## config.mk

```make
export PLATFORM = sky130hd
export DESIGN_NAME = bit_stuffer_flat
export DESIGN_NICKNAME = d
export VERILOG_FILES = /design/src/rtl/bit_stuffer_pkg.sv /design/src/rtl/bit_stuffer_if.sv /design/src/rtl/bit_stuffer_counter.sv /design/src/rtl/bit_stuffer.sv /design/src/flat_wrapper.sv
export SDC_FILE = /design/constraint.sdc
export NUM_CORES = 1
export LEC_CHECK = 0
export ABC_AREA = 1
export CAP_MARGIN = 15
export CORE_MARGIN = 5
export CORE_UTILIZATION = 41
export CTS_CLUSTER_DIAMETER = 40
export DETAILED_ROUTE_END_ITERATION = 10
export PLACE_DENSITY = 0.62
export REMOVE_ABC_BUFFERS = 1
export SLEW_MARGIN = 40
export SYNTH_ARGS = -nofsm -noshare
export SYNTH_HDL_FRONTEND = slang
export SYNTH_SLANG_ARGS = --single-unit
```

## constraint.sdc

```tcl
create_clock -name clk -period 1.9 [get_ports clk]
set_input_delay 0.19 -clock clk [delete_from_list [all_inputs] [get_ports clk]]
set_output_delay 0.19 -clock clk [all_outputs]
set_load 0.005 [all_outputs]
```

## src/rtl/bit_stuffer_pkg.sv

```systemverilog
// Shared definitions for the USB bit stuffer (transmit) and its receive-side
// unstuffer counterpart: FSM state encoding and the packet-format constants.
package bit_stuffer_pkg;

  // Leading packet bits (the PID) that are exempt from stuffing
  localparam int USB_PID_BITS  = 8;
  // Consecutive 1s that force insertion of a 0
  localparam int USB_STUFF_RUN = 6;

  typedef enum logic [1:0] {
    IDLE  = 2'd0,
    PID   = 2'd1,
    DATA  = 2'd2,
    STUFF = 2'd3
  } stuffer_state_t;

endpackage

```

## src/rtl/bit_stuffer_if.sv

```systemverilog
// Serial bit-stream bundle between the CRC generator, the bit stuffer and the
// NRZI encoder.
//   s_in/in_valid/start_stuffer/end_stuffer : upstream bit and packet framing
//   in_ready                                : stuffer accepts the bit this cycle
//   s_out/out_valid/start_nrzi/end_nrzi     : registered stream to NRZI encoder
// master: the side that feeds bits in and observes the stuffed stream.
// slave : the stuffer itself.
interface bit_stuffer_if;
  logic s_in;
  logic in_valid;
  logic start_stuffer;
  logic end_stuffer;
  logic in_ready;
  logic s_out;
  logic out_valid;
  logic start_nrzi;
  logic end_nrzi;

  modport master (
    output s_in, in_valid, start_stuffer, end_stuffer,
    input  in_ready, s_out, out_valid, start_nrzi, end_nrzi
  );

  modport slave (
    input  s_in, in_valid, start_stuffer, end_stuffer,
    output in_ready, s_out, out_valid, start_nrzi, end_nrzi
  );
endinterface

```

## src/rtl/bit_stuffer_counter.sv

```systemverilog
// Generic up-counter with synchronous clear and count enable.
//   clk, rst_n : clock, asynchronous active-low reset
//   en         : increment this cycle
//   clr        : return to zero this cycle (wins over en)
//   count_q    : current count
module counter #(
  parameter int W = 4
) (
  input  logic         clk,
  input  logic         rst_n,
  input  logic         en,
  input  logic         clr,
  output logic [W-1:0] count_q
);

  logic [W-1:0] count_d;

  always_comb begin
    count_d = count_q;
    if (clr)
      count_d = '0;
    else if (en)
      count_d = count_q + 1'b1;
  end

  always_ff @(posedge clk or negedge rst_n) begin
    if (!rst_n)
      count_q <= '0;
    else
      count_q <= count_d;
  end

endmodule

```

## src/rtl/bit_stuffer.sv

```systemverilog
// Transmit-side USB bit stuffer. Passes the PID through untouched, then inserts
// a 0 after every RUN_LEN consecutive 1s, stalling upstream for that cycle.
//   clk, rst_n  : clock, asynchronous active-low reset
//   abort       : synchronous packet drop, highest priority
//   stuff_busy  : packet in progress (state != IDLE)
//   bus (slave) : input bit stream with framing, in_ready, registered output
//                 stream with start/end qualifiers to the NRZI encoder
//
// state | meaning
// ------+------------------------------------------------------------
// IDLE  | waiting for a bit flagged start_stuffer
// PID   | passing PID bits through, counting them in pid_cnt
// DATA  | passing payload/CRC bits, tracking the run of 1s in ones_cnt
// STUFF | emitting the inserted 0; upstream is held off (in_ready=0)
module bit_stuffer
  import bit_stuffer_pkg::*;
#(
  parameter int PID_BITS = USB_PID_BITS,
  parameter int RUN_LEN  = USB_STUFF_RUN
) (
  input  logic clk,
  input  logic rst_n,
  input  logic abort,
  output logic stuff_busy,
  bit_stuffer_if.slave bus
);

  localparam int PW = $clog2(PID_BITS + 1);
  localparam int OW = $clog2(RUN_LEN + 1);
  localparam logic [PW-1:0] PID_LAST  = PW'(PID_BITS - 1);
  localparam logic [OW-1:0] ONES_LAST = OW'(RUN_LEN - 1);

  stuffer_state_t cs_q, cs_d;
  logic s_out_q, s_out_d;
  logic out_valid_q, out_valid_d;
  logic start_nrzi_q, start_nrzi_d;
  logic end_nrzi_q, end_nrzi_d;
  logic pending_end_q, pending_end_d;

  logic          pid_en, pid_clr;
  logic          ones_en, ones_clr;
  logic [PW-1:0] pid_cnt_q;
  logic [OW-1:0] ones_cnt_q;

  logic in_ready;
  logic accept;

  // Ready depends on state alone so there is no in_valid -> in_ready path.
  assign in_ready = (cs_q != STUFF);
  assign accept   = bus.in_valid & in_ready & ~abort;

  counter #(.W(PW)) u_pid_cnt (
    .clk     (clk),
    .rst_n   (rst_n),
    .en      (pid_en),
    .clr     (pid_clr),
    .count_q (pid_cnt_q)
  );

  counter #(.W(OW)) u_ones_cnt (
    .clk     (clk),
    .rst_n   (rst_n),
    .en      (ones_en),
    .clr     (ones_clr),
    .count_q (ones_cnt_q)
  );

  always_comb begin
    cs_d          = cs_q;
    s_out_d       = 1'b0;
    out_valid_d   = 1'b0;
    start_nrzi_d  = 1'b0;
    end_nrzi_d    = 1'b0;
    pending_end_d = pending_end_q;
    pid_en        = 1'b0;
    pid_clr       = 1'b0;
    ones_en       = 1'b0;
    ones_clr      = 1'b0;

    if (abort) begin
      cs_d          = IDLE;
      pending_end_d = 1'b0;
      pid_clr       = 1'b1;
      ones_clr      = 1'b1;
    end else begin
      unique case (cs_q)
        IDLE: begin
          if (accept && bus.start_stuffer) begin
            s_out_d      = bus.s_in;
            out_valid_d  = 1'b1;
            start_nrzi_d = 1'b1;
            pid_en       = 1'b1;
            ones_clr     = 1'b1;
            if (bus.end_stuffer) begin
              // Single-bit packet: counter goes straight back to zero.
              end_nrzi_d = 1'b1;
              pid_clr    = 1'b1;
            end else begin
              cs_d = (PID_BITS == 1) ? DATA : PID;
            end
          end
        end

        PID: begin
          if (accept) begin
            s_out_d     = bus.s_in;
            out_valid_d = 1'b1;
            pid_en      = 1'b1;
            if (bus.end_stuffer) begin
              // Handshake packets are PID-only.
              end_nrzi_d = 1'b1;
              cs_d       = IDLE;
              pid_clr    = 1'b1;
            end else if (pid_cnt_q == PID_LAST) begin
              cs_d = DATA;
            end
          end
        end

        DATA: begin
          if (accept) begin
            s_out_d     = bus.s_in;
            out_valid_d = 1'b1;
            if (bus.s_in)
              ones_en = 1'b1;
            else
              ones_clr = 1'b1;
            if (bus.s_in && (ones_cnt_q == ONES_LAST)) begin
              // The stuff bit follows even the last bit; remember whether
              // it must carry end_nrzi.
              cs_d          = STUFF;
              pending_end_d = bus.end_stuffer;
            end else if (bus.end_stuffer) begin
              end_nrzi_d = 1'b1;
              cs_d       = IDLE;
              pid_clr    = 1'b1;
              ones_clr   = 1'b1;
            end
          end
        end

        STUFF: begin
          s_out_d     = 1'b0;
          out_valid_d = 1'b1;
          end_nrzi_d  = pending_end_q;
          ones_clr    = 1'b1;
          if (pending_end_q) begin
            cs_d          = IDLE;
            pending_end_d = 1'b0;
            pid_clr       = 1'b1;
          end else begin
            cs_d = DATA;
          end
        end

        default: begin
          cs_d = IDLE;
        end
      endcase
    end
  end

  always_ff @(posedge clk or negedge rst_n) begin
    if (!rst_n) begin
      cs_q          <= IDLE;
      s_out_q       <= 1'b0;
      out_valid_q   <= 1'b0;
      start_nrzi_q  <= 1'b0;
      end_nrzi_q    <= 1'b0;
      pending_end_q <= 1'b0;
    end else begin
      cs_q          <= cs_d;
      s_out_q       <= s_out_d;
      out_valid_q   <= out_valid_d;
      start_nrzi_q  <= start_nrzi_d;
      end_nrzi_q    <= end_nrzi_d;
      pending_end_q <= pending_end_d;
    end
  end

  assign stuff_busy     = (cs_q != IDLE);
  assign bus.in_ready   = in_ready;
  assign bus.s_out      = s_out_q;
  assign bus.out_valid  = out_valid_q;
  assign bus.start_nrzi = start_nrzi_q;
  assign bus.end_nrzi   = end_nrzi_q;

endmodule
```

## src/flat_wrapper.sv

```systemverilog
// flat-port wrapper written by rule: the top's interface ports become plain ports
module bit_stuffer_flat import bit_stuffer_pkg::*;
#(
  parameter int PID_BITS = USB_PID_BITS,
  parameter int RUN_LEN  = USB_STUFF_RUN
)
  (clk, rst_n, abort, stuff_busy, bus_s_in, bus_in_valid, bus_start_stuffer, bus_end_stuffer, bus_in_ready, bus_s_out, bus_out_valid, bus_start_nrzi, bus_end_nrzi);
  bit_stuffer_if bus_i ();
  input  logic clk;
  input  logic rst_n;
  input  logic abort;
  output logic stuff_busy;
  input wire logic [$bits(bus_i.s_in)-1:0] bus_s_in;
  input wire logic [$bits(bus_i.in_valid)-1:0] bus_in_valid;
  input wire logic [$bits(bus_i.start_stuffer)-1:0] bus_start_stuffer;
  input wire logic [$bits(bus_i.end_stuffer)-1:0] bus_end_stuffer;
  output wire logic [$bits(bus_i.in_ready)-1:0] bus_in_ready;
  output wire logic [$bits(bus_i.s_out)-1:0] bus_s_out;
  output wire logic [$bits(bus_i.out_valid)-1:0] bus_out_valid;
  output wire logic [$bits(bus_i.start_nrzi)-1:0] bus_start_nrzi;
  output wire logic [$bits(bus_i.end_nrzi)-1:0] bus_end_nrzi;
  assign bus_i.s_in = bus_s_in;
  assign bus_i.in_valid = bus_in_valid;
  assign bus_i.start_stuffer = bus_start_stuffer;
  assign bus_i.end_stuffer = bus_end_stuffer;
  assign bus_in_ready = bus_i.in_ready;
  assign bus_s_out = bus_i.s_out;
  assign bus_out_valid = bus_i.out_valid;
  assign bus_start_nrzi = bus_i.start_nrzi;
  assign bus_end_nrzi = bus_i.end_nrzi;
  bit_stuffer #(.PID_BITS(PID_BITS), .RUN_LEN(RUN_LEN)) u_core (.clk(clk), .rst_n(rst_n), .abort(abort), .stuff_busy(stuff_busy), .bus(bus_i));
endmodule
```

==> results of run 1 <==
==> flip-flops by register name (all words and copies together) (netlist names) <==
signal / cells
u_core.bus.end_nrzi: 1
u_core.bus.out_valid: 1
u_core.bus.s_out: 1
u_core.bus.start_nrzi: 1
u_core.cs_q: 2
u_core.pending_end_q: 1
u_core.u_ones_cnt.count_q: 3
u_core.u_pid_cnt.count_q: 4
==> layer usage <==
| layer | GRT usage (%) | share of wire [%] | vias to the layer above |
|---|---|---|---|
| li1 | - | - | 440 |
| met1 | 16.0 | 44 | 377 |
| met2 | 21.3 | 50 | 21 |
| met3 | 3.12 | 3.9 | 7 |
| met4 | 7.28 | 2.4 | 0 |
| met5 | 0 | 0 | - |
==> placed cells by master (no fill, tap or decap) <==
cell type        instances
nor3_4                   1
nand3b_1                 1
nor2_4                   1
nand4_1                  3
xor2_1                   1
nor3_1                   1
ha_2                     1
clkdlybuf4s50_1         12
nand3_1                 13
clkbuf_8                 1
a21oi_1                  4
nand2_1                 32
o21bai_1                 1
nor2_1                  15
xnor2_1                  1
inv_1                   20
o31ai_1                  1
buf_4                    2
o21ai_0                  3
dfrtp_1                 14
ha_1                     7
clkbuf_4                 3
nor2_2                   1
nand2_2                  2
a31oi_1                  1
a211oi_1                 1
inv_2                    2
==> repair_timing <==
item,in CTS,in global routing
setup buffers,1,1
gates cloned,0,0
endpoints found under the setup margin,1,1
gates resized for setup,1,1
==> where the power goes <==
part	switching, W	leakage [nW]	internal [W]
clock network	0.000100	0.0210	0.000117
logic	0.000193	0.356	0.000145
registers	0.0000179	0.192	0.000328
==> stage by stage <==
step / worst slack, ns / instance area (sq um) / total power (W) / std cells / hold WS [ns]
floorplan: 0.415 / 933 / 0.000550 / 127 / -0.106
global placement: 0.215 / 1090 / 0.000665 / 167 / 0.501
detailed placement: 0.202 / 1090 / 0.000665 / 167 / 0.513
CTS: 0.0530 / 1130 / 0.000904 / 172 / 0.316
global route: 0.00958 / 1140 / 0.000975 / 173 / 0.340
finish: 0.102 / 1140 / 0.000900 / 173 / 0.279
==> worst max path at each step <==
stage	to	slack (ns)	cells after the start
6_report	bus_in_ready	0.10	3
5_1_grt	stuff_busy	0.01	4
4_1_cts	stuff_busy	0.05	4
3_5_place_dp	u_core.u_pid_cnt.count_q[2]	0.20	9
3_3_place_gp	u_core.cs_q[1]	0.22	8
2_1_floorplan	u_core.u_pid_cnt.count_q[2]	0.42	11
==> area by class of cell <==
type	count	area, sq um
fill	213	1050
multi-input combinational	91	503
sequential	14	350
timing repair buffer	14	135
inverter	22	82.6
clock buffer	4	36.3
tap	28	35.0
==> kinds of logic after synthesis <==
logic type | Yosys count | synth area share [%]
AND/OR/NAND/NOR | 70 | 34.2
buffers and inverters | 22 | 8.85
flip-flops | 14 | 37.5
AO/OA/AOI/OAI | 11 | 6.84
adder cells (fa/ha/maj) | 8 | 10.7
XOR/XNOR | 2 | 1.88
==> cell usage after synthesis, types with 2 or more instances <==
master / n / share of area [%]
ha_1: 8 / 11
nand2_1: 32 / 13
inv_1: 21 / 8.4
dfrtp_1: 14 / 38
nand4_1: 3 / 2.0
nor2_1: 15 / 6.0
a21oi_1: 4 / 2.1
nand3_1: 13 / 7.0
nand2_2: 2 / 1.3
o21ai_0: 3 / 1.6
==> reports/results.txt, run 1 <==
Launch point of the worst path - u_core.cs_q[1]
Final wirelength - 2.00 mm
# Max-Cap Violations - 0
Share of cells above drive strength 1 - 9.66%
Post-synth cell types - 22
Synth-to-Final Area Change - 22.4%
Rows - 17
Maximum VDD drop - 451 uV
Die width - 57.7 um
GPL Wtd Cong - 0.897
Bufs on Longest Clock Path - 2
CP Buf/Inv Count - 2
Max stage delay cell, worst path - clkdlybuf4s50_1
P_leak - 0.569 nW
Ys async rst share - 100%
Tcrit/Tclk final - 94.6%
Die height - 57.7 um
Syn Area/Cell - 7.35 sq um
Syn Std Cell Area - 933 sq um
Pins Over Slew Limit - 0
Final hold vios - 0
HP Class - input pin to asynchronous set/reset pin
DRT antenna net count - 0
Max_slew headroom - 59.1%
CTS Hold Bufs - 0
Crit path max fanout - 5
Number of flops mapped to enable cells by yosys - 0
Post-synthesis sequential area ratio - 37.5%
Worst Path Required - 1.71 ns
Vias - 845
Area of the die - 3330 sq um
Critical path's largest stage delay - 0.51 ns
Synth warn - 0
Post-route DRC - 0
Critical path cell sequence - ha_1, inv_2, clkdlybuf4s50_1
CTS tree - done
Critical path class - register to output port
R2r worst-path depth - 11
Htree depth - 1
Routed WL per cell - 11.5 um
R2r startpoint - u_core.cs_q[1]
Starting DRT DRC Count - 31
Final setup fails - 0
RSZ-0062 raised after global routing - false
CP top delay family - buffers and inverters
Skew-Pair Late Insertion Delay - 0.28 ns
Final core utilization - 52.1%
Top FF cell, synth - dfrtp_1
Tightest Pin Transition - 0.611 ns
Fin crit period - 1.80 ns
Nets - 161
First-pass GRT wire length - 3.39 mm
Post-Synthesis Cells - 127
Clk slew on worst S/H paths - 0.08 ns
Nature of the critical path startpoint - register
Pin count of the biggest net entering global routing - 15
Top-Level Pins - 13
R2R setup slack - 0.27 ns
Clock skew - 0.00269 ns
All-Layer GR Usage - 13.2%
Fmax - 556 MHz
PwrDens - 788 nW/um^2
Pre-antenna DRT Iters - 4
Vias/cell - 4.88
Final HPWL DP - 1.59 mm
Num CTS Buffers - 3
R2r endpoint - u_core.u_pid_cnt.count_q[2]
#FFs+latches synth - 14
CTS sink cnt - 14
CP endpoint kind - output port
Vias in the first global route - 791
Data arrival, critical path - 1.61 ns
Setup TNS - 0 ns
Port bufs - 12
Starting Density - 42.6%
Outcome - completed
Number of diodes - 0
CORE AREA - 2190 sq um
Root Buffer - clkbuf_4
Final global-route overflow total - 0
Initial antenna violation count - 0
(Power assumes the default switching activity.)
==> run 2, diff against run 1 <==
--- a/config.mk
+++ b/config.mk
@@ -6,12 +6,14 @@
 export NUM_CORES = 1
 export LEC_CHECK = 0
 export ABC_AREA = 1
+export ABC_CLOCK_PERIOD_IN_PS = 1900
 export CAP_MARGIN = 15
 export CORE_MARGIN = 5
-export CORE_UTILIZATION = 41
+export CORE_UTILIZATION = 35
 export CTS_CLUSTER_DIAMETER = 40
 export DETAILED_ROUTE_END_ITERATION = 10
-export PLACE_DENSITY = 0.62
+export DONT_BUFFER_PORTS = 1
+export PLACE_DENSITY = 0.48
 export REMOVE_ABC_BUFFERS = 1
 export SLEW_MARGIN = 40
 export SYNTH_ARGS = -nofsm -noshare
==> reports/results.txt, run 2 (synthesis gave the netlist of run 1 again) <==
Outcome - completed
Top reg by flops - u_core.u_pid_cnt.count_q
HP Class - input pin to register
GPL Wtd Cong - 0.888 (-0.96%)
Maximum VDD drop - 429 uV (-4.9%)
Internal power - 0.000532 W (-9.7%)
Post-CTS Setup Inserts - 0 (-1)
Data arrival, critical path - 1.88 ns (+0.27 ns)
Fmax - 598 MHz (+7.5%)
Pins Over Slew Limit - 0 (unchanged)
RSZ-0062 raised after global routing - false
Vias - 805 (-4.7%)
Bufs on Longest Clock Path - 2 (unchanged)
Sequential Power Share - 42.5% (+4.1 points)
Tightest Pin Transition - 0.338 ns (-0.273 ns)
Nature of the critical path startpoint - register
Final hold vios - 0 (unchanged)
Vias/cell - 4.91 (+0.49%)
R2R setup slack - 0.23 ns (-0.04 ns)
R2r startpoint - u_core.cs_q[0]
Die height - 61.6 um (+6.8%)
Area of the die - 3800 sq um (+14%)
Top Registers - u_core.u_pid_cnt.count_q x4, u_core.u_ones_cnt.count_q x3, u_core.cs_q x2
Final global-route overflow total - 0 (unchanged)
Tcrit/Tclk final - 88.0% (-6.6 points)
Clk slew on worst S/H paths - 0.09 ns (about the same)
Starting DRT DRC Count - 28 (-9.7%)
Final worst slack - 0.228 ns (+0.126 ns)
Hold-critical path endpoint - u_core.pending_end_q
Commonest cells after routing, fill and taps aside - nand2_1 (32), inv_1 (21), nor2_1 (15)
Pre-antenna DRT Iters - 4 (unchanged)
Post-route DRC - 0 (unchanged)
DRT antenna net count - 0 (unchanged)
Clock skew - 0.00758 ns (+0.00488 ns)
Critical path class - register to register
Pin count of the biggest net entering global routing - 15 (unchanged)
Post-cts sizing count - 0 (-1)
Fin crit period - 1.67 ns (-0.126 ns)
CTS sink cnt - 14 (unchanged)
Skew-Pair Late Insertion Delay - 0.28 ns (about the same)
Clock power frac - 25.9% (+1.8 points)
Worst slack at placement - 0.246 ns (+0.0435 ns)
Final wirelength - 2.06 mm (+3.3%)
Routed WL per cell - 12.6 um (+9.0%)
CP endpoint kind - register
Switching Share - 36.0% (+1.4 points)
Starting Density - 37.0% (-5.6 points)
Vias in the first global route - 764 (-3.4%)
R2r endpoint - u_core.u_pid_cnt.count_q[1]
Htree depth - 1 (unchanged)
Initial antenna violation count - 0 (unchanged)
All-Layer GR Usage - 13.1% (-0.041 points)
Nets - 150 (-6.8%)
Final setup fails - 0 (unchanged)
Combinational share of power - 31.6% (-6.0 points)
Net switching power - 0.000299 W (-3.9%)
Num CTS Buffers - 3 (unchanged)
Crit path max fanout - 7 (+2)
Setup TNS - 0 ns (unchanged)
Top-Level Pins - 13 (unchanged)
WHS Path Cells - 2
Most common cell after layout, fill and taps aside - nand2_1
Port bufs - 0 (-12)
# Max-Cap Violations - 0 (unchanged)
Max_slew headroom - 77.5% (+18 points)
CORE AREA - 2520 sq um (+15%)
Share of cells above drive strength 1 - 8.21% (-1.4 points)
CTS tree - done
Final HPWL DP - 1.65 mm (+3.9%)
Rows - 18 (+1)
First-pass GRT wire length - 3.58 mm (+5.7%)
P_leak - 0.528 nW (-7.2%)
Number of diodes - 0 (unchanged)
PwrDens - 805 nW/um^2 (+2.1%)
Root Buffer - clkbuf_4
Power after layout - 0.000831 W (-7.7%)
Worst Path Required - 2.10 ns (+0.39 ns)
Worst hold path startpoint - bus_end_stuffer
Max FFs per register - 4 (unchanged)
Final core utilization - 40.9% (-11 points)
Synth-to-Final Area Change - 10.6%
Die width - 61.6 um (+6.8%)
R2r worst-path depth - 10 (-1)
==> run 2: cell types whose count changed in the layout (fill, tap and decap cells not counted) <==
cell,previous run,this run
inv_1,20,21
ha_1,7,8
ha_2,1,0
clkdlybuf4s50_1,12,0
inv_2,2,1
buf_4,2,0
dlygate4sd3_1,0,2
buf_2,0,1
==> run 2: final cells by class <==
type,instances,area [sq um]
Multi-Input combinational cell,91,500
Sequential cell,14,350
Timing Repair Buffer,3,25.0
Clock buffer,4,36.3
Inverter,22,82.6
Fill cell,258,1490
Tap cell,30,37.5
==> run 2: worst max-delay path by stage <==
stage,slack (ns),start,depth (start not counted),to
global placement,0.26,u_core.cs_q[0],11,u_core.u_pid_cnt.count_q[2]
detailed placement,0.25,u_core.cs_q[0],10,u_core.u_pid_cnt.count_q[1]
CTS,0.22,u_core.cs_q[0],10,u_core.u_pid_cnt.count_q[1]
floorplan,0.42,u_core.cs_q[0],11,u_core.u_pid_cnt.count_q[2]
finish,0.23,u_core.cs_q[0],10,u_core.u_pid_cnt.count_q[1]
global route,0.03,u_core.cs_q[0],10,u_core.u_pid_cnt.count_q[1]
==> run 2: layer usage <==
| layer | wire length [um] | GRT usage [%] | vias up |
|---|---|---|---|
| li1 | - | - | 417 |
| met1 | 971 | 17.4 | 349 |
| met2 | 841 | 18.5 | 35 |
| met3 | 203 | 4.40 | 4 |
| met4 | 44 | 7.27 | 0 |
| met5 | 0 | 0 | - |
==> run 2: critical path, stage by stage, from the launching register on <==
cell and delay [ns]:
dfrtp_1 0.43, ha_1 0.28, inv_2 0.14, nand2_2 0.07
nor2_1 0.16, nand2_1 0.09, nand2_2 0.15, nand2_1 0.06
o21ai_0 0.07, inv_1 0.05, nor2_1 0.10
==> run 2: power groups by stage <==
stage | sequential [W] | clock [W] | combinational (W)
2_1_floorplan | 0.000354 | 0 | 0.000196
3_3_place_gp | 0.000360 | 0 | 0.000256
3_5_place_dp | 0.000360 | 0 | 0.000250
4_1_cts | 0.000354 | 0.000227 | 0.000261
5_1_grt | 0.000362 | 0.000245 | 0.000296
6_report | 0.000353 | 0.000215 | 0.000263
==> run 2: timing repair <==
item / CTS / global route
setup endpoints to repair: 0 / 0
hold endpoints to repair: 15 / 14
hold buffers: 2 / 1
==> run 2: through the flow <==
stage,cells,hold WS [ns],cell area [sq um]
final,164,0.0655,1030
after detailed placement,157,-0.105,971
after floorplan,127,-0.106,933
after global placement,157,-0.105,971
after CTS,163,0.0636,1030
after global routing,164,0.0749,1030
==> run 3, diff against run 2 <==
--- a/config.mk
+++ b/config.mk
@@ -18,4 +18,5 @@
 export SLEW_MARGIN = 40
 export SYNTH_ARGS = -nofsm -noshare
 export SYNTH_HDL_FRONTEND = slang
+export SYNTH_HIERARCHICAL = 1
 export SYNTH_SLANG_ARGS = --single-unit
==> reports/results.txt, run 3 <==
Final worst slack - 0.174 ns (-0.0535 ns)
Yosys top cell area share - 37.2% (-0.30 points)
Htree depth - 1 (unchanged)
Clock skew - 0.00136 ns (-0.00621 ns)
Post-Synthesis Cells - 134 (+5.5%)
Port bufs - 0 (unchanged)
Net switching power - 0.000361 W (+21%)
Synth top cells by count - nand2_1 (34), inv_1 (23), nor2_1 (17)
FF/Latch Area - 350 sq um (unchanged)
CP endpoint kind - register
Nature of the critical path startpoint - register
Rows - 18 (unchanged)
Worst slack at placement - 0.0842 ns (-0.161 ns)
Combinational share of power - 42.1% (+11 points)
Top FF cell, synth - dfrtp_1
Ys async rst share - 100% (unchanged)
Multi-input logic area - 518 sq um (+3.5%)
Top-Level Pins - 13 (unchanged)
Worst Path Required - 2.07 ns (-0.03 ns)
Synth-to-Final Area Change - 14.0%
Maximum VDD drop - 442 uV (+3.1%)
Setup TNS - 0 ns (unchanged)
Max stage delay cell, worst path - dfrtp_1
Tightest Pin Transition - 0.656 ns (+0.318 ns)
Vias in the first global route - 813 (+6.4%)
Tcrit/Tclk final - 90.8% (+2.8 points)
Pin count of the biggest net entering global routing - 15 (unchanged)
Data arrival, critical path - 1.89 ns (about the same)
Post-synthesis sequential area ratio - 37.2% (-0.30 points)
Internal power - 0.000557 W (+4.8%)
Root Buffer - clkbuf_4
Top Registers - u_core/u_pid_cnt/count_q x4, u_core/u_ones_cnt/count_q x3, u_core/cs_q x2
Clock power frac - 17.9% (-8.0 points)
Routed WL per cell - 12.1 um (-3.8%)
Synth warn - 6 (+6)
CP top delay family - simple AND/OR/NAND/NOR gates
Number of flops mapped to enable cells by yosys - 0 (unchanged)
Initial antenna violation count - 0 (unchanged)
Post-synth cell types - 16 (-27%)
Vias - 847 (+5.2%)
Starting DRT DRC Count - 19 (-32%)
Syn Std Cell Area - 941 sq um (+0.80%)
Final hold vios - 0 (unchanged)
Pins Over Slew Limit - 0 (unchanged)
Final setup fails - 0 (unchanged)
First-pass GRT wire length - 3.59 mm (+0.20%)
Max FFs per register - 4 (unchanged)
Number of diodes - 0 (unchanged)
Final global-route overflow total - 0 (unchanged)
Share of cells above drive strength 1 - 15.4% (+7.2 points)
Die width - 61.9 um (+0.34%)
CTS sink cnt - 14 (unchanged)
CORE AREA - 2520 sq um (unchanged)
All-Layer GR Usage - 12.9% (-0.26 points)
Final wirelength - 2.09 mm (+1.5%)
Dpl cell area - 1000 sq um (+3.1%)
Nets - 158 (+5.3%)
Most common cell in the synthesized netlist - nand2_1
Crit path max fanout - 5 (-2)
Area of the die - 3830 sq um (+0.68%)
Num CTS Buffers - 3 (unchanged)
Non-Filler Instances - 173 (+5.5%)
Post-route DRC - 0 (unchanged)
Clk slew on worst S/H paths - 0.08 ns (about the same)
HP Class - input pin to register
#FFs+latches synth - 14 (unchanged)
Post-route cell area - 1070 sq um (+3.9%)
Starting Density - 37.3% (+0.30 points)
P_leak - 0.558 nW (+5.6%)
Syn Area/Cell - 7.02 sq um (-4.5%)
Sequential Power Share - 39.9% (-2.6 points)
DRT antenna net count - 0 (unchanged)
Top reg by flops - u_core/u_pid_cnt/count_q
Bufs on Longest Clock Path - 2 (unchanged)
Max_slew headroom - 56.1% (-21 points)
Critical path cell sequence - ha_2, inv_2, nand3_4, nor2_4, nand3_1, nand3_1, nand2_1, nand2_2, nor2_4, nor2_4, nand3_1, nand2_1, nor2_1
PwrDens - 857 nW/um^2 (+6.4%)
Most common cell after layout, fill and taps aside - nand2_1
Critical path's largest stage delay - 0.42 ns (about the same)
CTS tree - done
Fin crit period - 1.73 ns (+0.0535 ns)
GPL Wtd Cong - 0.882 (-0.70%)
CP Buf/Inv Count - 1 (-1)
Hold Worst Slack - 0.0475 ns (-0.0181 ns)
Commonest cells after routing, fill and taps aside - nand2_1 (33), inv_1 (22), nor2_1 (17)
Critical path class - register to register
Area leader, netlist - dfrtp_1
Vias/cell - 4.90 (-0.26%)
Skew-Pair Late Insertion Delay - 0.27 ns (about the same)
Outcome - completed
RSZ-0062 raised after global routing - false
Die height - 61.9 um (+0.34%)
Switching Share - 39.4% (+3.3 points)
# placed instances - 167 (+6.4%)
Final HPWL DP - 1.64 mm (-0.78%)
Fmax - 579 MHz (-3.1%)
# Max-Cap Violations - 0 (unchanged)
Pre-antenna DRT Iters - 4 (unchanged)
Fill count - 277 (+7.4%)
Synth area leaders - dfrtp_1 (37%), nand2_1 (14%), inv_1 (9.2%)
==> run 3: cell count changes in the layout (fill, tap and decap cells not counted), sizes merged, moves of 2 or more <==
| cell | before | now |
|---|---|---|
| nor3 | 2 | 0 |
| a21oi | 4 | 13 |
| buf | 1 | 4 |
| nand3 | 13 | 17 |
| nor2 | 17 | 20 |
| inv | 22 | 25 |
| nand4 | 3 | 1 |
| ha | 8 | 6 |
==> run 3: worst reg2reg max path: stages (launching register included) <==
cell and delay (ns):
dfrtp_1 0.42, ha_2 0.21, inv_2 0.10, nand3_4 0.12, nor2_4 0.12, nand3_1 0.08
nand3_1 0.07, nand2_1 0.07, nand2_2 0.09, nor2_4 0.05, nor2_4 0.10, nand3_1 0.08
nand2_1 0.06, nor2_1 0.04
==> run 3: cell type report <==
class,count,share of cell area [%]
repair buffers,6,4.67
multi-input cells,95,48.3
flip-flops and latches,14,32.7
clock buffers,3,2.10
inverters,25,8.75
well taps,30,3.50
==> run 3: timing repair <==
action                     4_1_cts  5_1_grt
hold endpoints to repair        15        0
gates resized for setup          0        8
hold buffers                     2        0
setup endpoints to repair        0        3
setup buffers                    0        1
==> run 3: routing by layer <==
layer / wire [um] / vias to the layer above / global-route usage, %
li1: - / 438 / -
met3: 110 / 2 / 2.48
met4: 34 / 0 / 8.18
met2: 914 / 18 / 19.0
met1: 1030 / 389 / 17.1
met5: 0 / - / 0
==> run 3: final timing paths <==
path,start,end,slack (ns),depth (start not counted)
worst min-delay path,bus_s_in,u_core/bus.s_out,0.05,2
max in group asynchronous,rst_n,u_core/u_ones_cnt/count_q[0],1.10,1
worst max register to register,u_core/cs_q[0],u_core/u_pid_cnt/count_q[3],0.17,13
min in group asynchronous,rst_n,u_core/bus.s_out,0.38,1
worst min register to register,u_core/cs_q[0],u_core/cs_q[0],0.54,2
worst max-delay path,u_core/cs_q[0],u_core/u_pid_cnt/count_q[3],0.17,13
==> run 3: logic make-up (layout without fill, tap and decap cells) <==
family                     Yosys count  in the layout  synth area share [%]
AOI/OAI and AO/OA                   17             17                  9.84
adders and majority gates            6              6                  7.98
buffers and inverters               25             34                  9.97
DFF                                 14             14                  37.2
and+or+nand+nor                     72             72                  35.0
==> run 3: through the flow <==
step                      util [%]  power [W]
after floorplan                  -   0.000630
after global placement        39.7   0.000721
after detailed placement      39.7   0.000718
after CTS                     41.4   0.000898
after global routing          42.5   0.000999
final                         42.5   0.000919
==> run 3: power groups by stage <==
stage	sequential [W]	combinational [W]	clock, W
after floorplan	0.000366	0.000265	0
after global placement	0.000372	0.000348	0
after detailed placement	0.000375	0.000343	0
after CTS	0.000368	0.000354	0.000175
after global routing	0.000374	0.000439	0.000186
final	0.000367	0.000387	0.000165
